<file path="src/rtl/dmem_port_arbiter.sv">
// dmem_port_arbiter: two-port arbiter and access sequencer for a word-wide data memory
module dmem_port_arbiter #(
  parameter bit PRIO_MODE = 1'b0
) (
  input  logic        clk,
  input  logic        rst_n,
  input  logic        req0_valid,
  output logic        req0_ready,
  input  logic        req0_we,
  input  logic [1:0]  req0_size,
  input  logic        req0_signed,
  input  logic [31:0] req0_addr,
  input  logic [31:0] req0_wdata,
  output logic        rsp0_valid,
  output logic        rsp0_err,
  output logic [31:0] rsp0_rdata,
  input  logic        req1_valid,
  output logic        req1_ready,
  input  logic        req1_we,
  input  logic [1:0]  req1_size,
  input  logic        req1_signed,
  input  logic [31:0] req1_addr,
  input  logic [31:0] req1_wdata,
  output logic        rsp1_valid,
  output logic        rsp1_err,
  output logic [31:0] rsp1_rdata,
  output logic        mem_wen,
  output logic        mem_ren,
  output logic [31:0] mem_addr,
  output logic [31:0] mem_data_i,
  input  logic [31:0] mem_data_o
);
  typedef enum logic [2:0] {S_IDLE, S_RD, S_RMW, S_WR, S_RSP} state_t;
  state_t      r_state, w_next;
  logic        r_id, r_we, r_signed, r_err, r_last;
  logic [1:0]  r_size;
  logic [31:0] r_addr, r_wdata, r_rdata;
  logic        w_idle, w_gnt, w_acc, w_err, w_we, w_signed, w_rsp;
  logic [1:0]  w_size;
  logic [31:0] w_addr, w_wdata, w_ext, w_mask, w_merge;
  logic [4:0]  w_bsh;
  logic [15:0] w_lane;

  assign w_idle   = r_state == S_IDLE;
  assign w_gnt    = (req0_valid & req1_valid) ? (PRIO_MODE ? 1'b0 : ~r_last) : req1_valid;
  assign w_acc    = w_idle & (req0_valid | req1_valid);
  assign req0_ready = rst_n & w_idle & req0_valid & ~w_gnt;
  assign req1_ready = rst_n & w_idle & req1_valid & w_gnt;
  assign w_we     = w_gnt ? req1_we : req0_we;
  assign w_size   = w_gnt ? req1_size : req0_size;
  assign w_signed = w_gnt ? req1_signed : req0_signed;
  assign w_addr   = w_gnt ? req1_addr : req0_addr;
  assign w_wdata  = w_gnt ? req1_wdata : req0_wdata;
  assign w_err    = (w_size == 2'b11) | ((w_size == 2'b01) & w_addr[0]) |
                    ((w_size == 2'b10) & (|w_addr[1:0]));

  assign w_bsh   = r_size[0] ? {r_addr[1], 4'b0} : {r_addr[1:0], 3'b0};
  assign w_lane  = 16'(mem_data_o >> w_bsh);
  assign w_ext   = r_size[1] ? mem_data_o :
                   r_size[0] ? {{16{r_signed & w_lane[15]}}, w_lane} :
                               {{24{r_signed & w_lane[7]}}, w_lane[7:0]};
  assign w_mask  = (r_size[0] ? 32'h0000_FFFF : 32'h0000_00FF) << w_bsh;
  assign w_merge = (mem_data_o & ~w_mask) | ((r_wdata << w_bsh) & w_mask);

  // state register; reset aborts any transaction in flight
  always_ff @(posedge clk or negedge rst_n)
    if (!rst_n) r_state <= S_IDLE;
    else        r_state <= w_next;

  // next-state: errors skip memory, word stores skip the read half of read-modify-write
  always_comb begin
    w_next = r_state;
    unique case (r_state)
      S_IDLE:  if (w_acc) w_next = w_err ? S_RSP : !w_we ? S_RD : (w_size == 2'b10) ? S_WR : S_RMW;
      S_RD:    w_next = S_RSP;
      S_RMW:   w_next = S_WR;
      S_WR:    w_next = S_RSP;
      S_RSP:   w_next = S_IDLE;
      default: w_next = S_IDLE;
    endcase
  end

  // request latch, load result capture and sub-word merge; r_wdata holds the word to write
  always_ff @(posedge clk or negedge rst_n)
    if (!rst_n) begin
      r_id     <= 1'b0;
      r_we     <= 1'b0;
      r_size   <= 2'b00;
      r_signed <= 1'b0;
      r_addr   <= '0;
      r_wdata  <= '0;
      r_err    <= 1'b0;
      r_rdata  <= '0;
      r_last   <= 1'b1;
    end else if (w_acc) begin
      r_id     <= w_gnt;
      r_we     <= w_we;
      r_size   <= w_size;
      r_signed <= w_signed;
      r_addr   <= w_addr;
      r_wdata  <= w_wdata;
      r_err    <= w_err;
      r_rdata  <= '0;
      r_last   <= w_gnt;
    end else if (r_state == S_RD) r_rdata <= w_ext;
    else if (r_state == S_RMW) r_wdata <= w_merge;

  assign mem_ren    = (r_state == S_RD) | (r_state == S_RMW);
  assign mem_wen    = rst_n & (r_state == S_WR);
  assign mem_addr   = (mem_ren | (r_state == S_WR)) ? {r_addr[31:2], 2'b00} : '0;
  assign mem_data_i = (r_state == S_WR) ? r_wdata : '0;
  assign w_rsp      = r_state == S_RSP;
  assign rsp0_valid = w_rsp & ~r_id;
  assign rsp1_valid = w_rsp & r_id;
  assign rsp0_err   = rsp0_valid & r_err;
  assign rsp1_err   = rsp1_valid & r_err;
  assign rsp0_rdata = rsp0_valid ? r_rdata : '0;
  assign rsp1_rdata = rsp1_valid ? r_rdata : '0;
endmodule

</file>
<file path="config.mk">
export PLATFORM = sky130hd
export DESIGN_NAME = dmem_port_arbiter
export DESIGN_NICKNAME = d
export VERILOG_FILES = /design/src/rtl/dmem_port_arbiter.sv
export SDC_FILE = /design/constraint.sdc
export NUM_CORES = 1
export LEC_CHECK = 0
export BUFFER_PORTS_ARGS = -buffer_cell sky130_fd_sc_hd__buf_4
export CORE_AREA = 2 2 120 122
export DETAILED_ROUTE_END_ITERATION = 16
export DIE_AREA = 0 0 122 124
export PLACE_DENSITY = 0.83
export SLEW_MARGIN = 10
export SYNTH_ARGS = -nofsm -noshare
export SYNTH_HDL_FRONTEND = slang
export SYNTH_SLANG_ARGS = --single-unit
</file>
<file path="constraint.sdc">
create_clock -name clk -period 2.9 [get_ports clk]
set_input_delay 0.58 -clock clk [delete_from_list [all_inputs] [get_ports clk]]
set_output_delay 0.58 -clock clk [all_outputs]
set_load 0.005 [all_outputs]
</file>
======== Word level (Yosys, flattened, before mapping) ========
Index checks and enable logic that the tools add are counted.
storage, ports and cells
  flip-flop bits (word level) ............. 105
  bits of input ports ..................... 172
  output and inout port bits .............. 136
cells by class
  reduce and logical (&&, ||, !) cells .... 6
  bitwise gates (word level) .............. 28
  shifts and indexed selects .............. 3
  muxes and demuxes ....................... 24
  equality and inequality tests ........... 9
operators by type and width
  cell                                           count
  2-to-1 mux 32 bit                              13
  AND 32 bit                                     2
  inverter 32 bit                                1
  OR 32 bit                                      1
  left shift 16 x 5 -> 32 bit                    1
  left shift 32 x 5 -> 32 bit                    1
  >> shifter 32 x 5 -> 16 bit                    1
  AND 1 bit                                      16
  2-to-1 mux 16 bit                              1
  case mux 3 bit (3 select lines)                1
  == test 3 x 2 -> 1 bit, second input constant  2
  2-to-1 mux 3 bit                               2
  OR 1 bit                                       5
  == test 2 bit, second input constant           2
  2-to-1 mux 1 bit                               4
  2-to-1 mux 2 bit                               2
  2-to-1 mux 4 bit                               1
  nonzero test 2 bit                             2
  OR reduction 2 bit                             2
  == test 3 x 1 -> 1 bit, second input constant  1
  == test 3 bit, second input constant           1
  zero test 3 bit                                1
  inverter 1 bit                                 3
  == test 2 x 1 -> 1 bit, second input constant  1
  3 further kinds                                3

======== Longest topological paths before layout ========
  depth after elaboration ................. 10
  gate-level depth with buffers ........... 8
  mapped depth without buffers ............ 4

======== Least setup slack after synthesis ========
OpenSTA, ideal clock, no wires.
  kind .................................... reg2out
  start ................................... reg r_state[0]
  end ..................................... out rsp0_rdata[22]
  path buffers ............................ 2
  required time ........................... 2.320 ns
  stages on the path, launching flop included .. 5
  path slack .............................. 0.852 ns
  arrival ................................. 1.468 ns
  cell sequence ........................... dfrtp_1 > buf_4 > nor4_1 > clkbuf_1 > and2_1
between the ends
  cells in the longest elaborated chain, start to end .. 3
ends and longest elaborated chain
  item                      line  source
  start: declaration        34    state_t r_state, w_next;
  start signal: assignment  68    else r_state <= w_next;
  == test 3 bit             112   assign w_rsp = r_state == S_RSP;
  AND 1 bit                 113   assign rsp0_valid = w_rsp & ~r_id;
  via rsp0_valid            14    output logic rsp0_valid,
  2-to-1 mux 32 bit         117   assign rsp0_rdata = rsp0_valid ? r_rdata : '0;
  end: declaration          16    output logic [31:0] rsp0_rdata,
The timed path passes the listed nets, and every way through them passes these cells.

======== Final worst setup path ========
  start ................................... reg r_state[2]
  end ..................................... out mem_data_i[12]
between the ends
  cells in the longest elaborated chain, start to end .. 2
ends and longest elaborated chain
  item                    line  source
  == test 3 x 2 -> 1 bit  111   assign mem_data_i = (r_state == S_WR) ? r_wdata : '0;
  2-to-1 mux 32 bit       111
  end: declaration        30    output logic [31:0] mem_data_i,
No other way between the ends.

==> reports/summary.txt <==
IO Port Bufs: 305
area of the multi-input gates: 3610 µm²
Post-synth top flop: dfrtp_1
drt first pass iters: 5
Die Width: 122 µm
CTS Root Cell: clkbuf_16
area grow syn2layout: 40.6%
layout cell share with drive strength beyond 1: 35.0%
critical path's largest stage delay: 0.62 ns
crit-path leading delay family: simple AND/OR/NAND/NOR gates
crit path cell chain: inv_1 > and3_2 > and2_1 > buf_4
DRC: 0
Setup Buffers After CTS: 0
first-pass GRT wire length: 35000 µm
CTS max path bufs: 2
clock slew at reported path FFs: 0.07 ns
Core ar.: 13700 µm²
WP depth: 4
Setup CP Type: reg2out
Crit-path slowest cell: and3_2
arrival time at the worst endpoint: 2.00 ns
final hold viol count: 0
Tmin final: 2.58 ns
CTS Buf Count: 9
critical path peak fanout: 33
DP HPWL: 17600 µm
fillcell total: 1158
R2R Path Start: r_state[0]
iteration-0 DRC count of the detailed router: 759
Yosys warning count: 0
initial antenna violation count: 0
max-capacitance violation count: 0
synthesized area per cell: 8.36 µm²
die height: 124 µm
Pleak: 4.48 nW
CP endpoint kind: primary output
Mapped Area: 6570 µm²
r2r setup slk: 0.69 ns
number of I/O pins: 308
WL/cell: 18.8 µm
Worst-Skew Late Latency: 0.35 ns
CTS resizes: 1
commonest non-fill, non-tap cell in the layout: buf_4
outcome: completed
post-synthesis xor/xnor area fraction: 0%
critical path buffer and inverter count: 2
Reg area: 2630 µm²
Worst Max-Slew Pin Slew: 0.961 ns
most frequent cells in the layout: 323 x buf_4, 139 x nand2_1, 138 x and2_1
post-synthesis compound-gate area fraction: 23.5%
hold_buf cts: 0
Tot GR Track Use: 30.3%
drt via density: 5.71
Starting Density: 47.9%
Synth Area in Simple Gates: 27.6%
critical path launch point type: flop
Non-Filler Instances: 1235
die area: 15100 µm²
R2R Path End: r_wdata[6]
vias in the first global route: 6518
Seq/Total Area, Yosys: 40.0%
RSZ-0062 raised after global routing: false
asr flop ratio synth: 100%
CP Launch Point: r_state[2]
number of flops mapped to enable cells by yosys: 0
gr ovfl total: 0
crit share post-route: 88.9%
Worst Clk Skew: 0.00855 ns
clk sink count: 105
post-synthesis mux area share: 3.37%
Post-Synth Adder-Cell Area: 0%
largest family of logic cells by synthesized area: simple AND/OR/NAND/NOR gates
Critical Path RT: 2.32 ns
Setup TNS Final: 0 ns
CTS tree: built
Row Count: 43
H-tree depth: 3
final setup fails: 0
Critical Path Sink: mem_data_i[12]
largest net degree at the start of global routing: 76
worst reg2reg path depth: 4
max-slew violations: 0
GPL Wtd Cong: 0.941
Hold Crit Class: in2async
via count: 7056
power density cells: 866 nW/µm²
achievable frequency: 388 MHz
max_slew headroom: 36.0%
distinct cell type count after synthesis: 50
nets: 1222
Yosys reg bits: 105
Ant. Diodes: 0
ANT nets after route: 0
final wirelength: 23200 µm
cells after synthesis: 786
placed instance count: 1219
VDD IR max: 0.000588 V
==> routing by layer <==
layer / GRT usage [%] / vias to the layer above / share of wire (%)
met5: 0 / - / 0
met4: 10.3 / 0 / 2.4
met3: 6.91 / 38 / 9.8
met2: 53.1 / 374 / 50
met1: 36.8 / 3351 / 38
li1: - / 3293 / -
==> cell usage after synthesis, types with 2 or more instances <==
cell type,number,area share [%]
clkbuf_2,2,0.15
o31ai_1,2,0.23
nor2_1,42,2.4
mux2i_1,21,3.2
buf_4,6,0.69
nor3_1,7,0.53
buf_6,2,0.34
a31oi_1,36,3.4
a21oi_1,44,3.4
clkbuf_1,45,2.6
a221o_1,16,2.4
o221ai_1,18,2.4
dfrtp_1,104,40
nor3b_2,2,0.38
o22ai_1,9,0.86
a31o_2,7,0.93
o21ai_0,33,2.5
nand2_1,140,8.0
buf_2,15,1.1
nand2b_1,3,0.29
a32oi_1,16,2.1
inv_1,4,0.23
and2_1,139,13
and3_1,11,1.0
a22oi_1,7,0.80
a211oi_1,16,1.8
or2_2,8,0.76
o21a_1,2,0.23
o22a_1,8,1.1
==> cell families (layout without fill, tap and decap cells) <==
| kind of cell | count (synthesis) | count (layout) |
|---|---|---|
| other cells | 1 | 2 |
| mux | 22 | 22 |
| buf+inv | 77 | 345 |
| simple gates | 359 | 359 |
| flops | 105 | 105 |
| compound gates | 222 | 222 |
==> where the power goes <==
part	internal (W)	leakage [nW]	switching, W
clock	0.000718	0.149	0.000549
sequential	0.00215	1.26	0.000636
combinational	0.00181	3.07	0.00215
==> worst min-delay path by stage <==
stage / endpoint / slack [ns] / depth (start not counted)
2_1_floorplan: asynchronous set/reset pin / 0.28 / 0
3_3_place_gp: r_rdata[12] / 0.48 / 2
3_5_place_dp: r_rdata[12] / 0.50 / 2
4_1_cts: r_addr[26] / 0.34 / 2
5_1_grt: r_addr[14] / 0.35 / 2
6_report: r_addr[28] / 0.32 / 2
==> metrics by stage <==
| stage | utilization (%) | total power [W] | setup slack, ns | hold slack, ns | area [µm²] |
|---|---|---|---|---|---|
| finish | 67.3 | 0.00800 | 0.322 | 0.324 | 9240 |
| global route | 67.3 | 0.00858 | 0.239 | 0.354 | 9240 |
| CTS | 67.3 | 0.00798 | 0.337 | 0.341 | 9240 |
| detailed placement | 65.1 | 0.00670 | 0.314 | 0.498 | 8930 |
| global placement | 65.1 | 0.00661 | 0.449 | 0.481 | 8930 |
| floorplan | - | 0.00519 | 0.852 | 0.284 | 6570 |
==> final cells by class <==
type | instances | area share, %
Clock buffer | 12 | 2.78
Clock inverter | 4 | 0.555
Inverter | 5 | 0.203
Multi-Input combinational cell | 605 | 39.1
Sequential cell | 105 | 28.5
Tap cell | 180 | 2.44
Timing Repair Buffer | 324 | 26.5
Power figures use the tool's default switching activity.
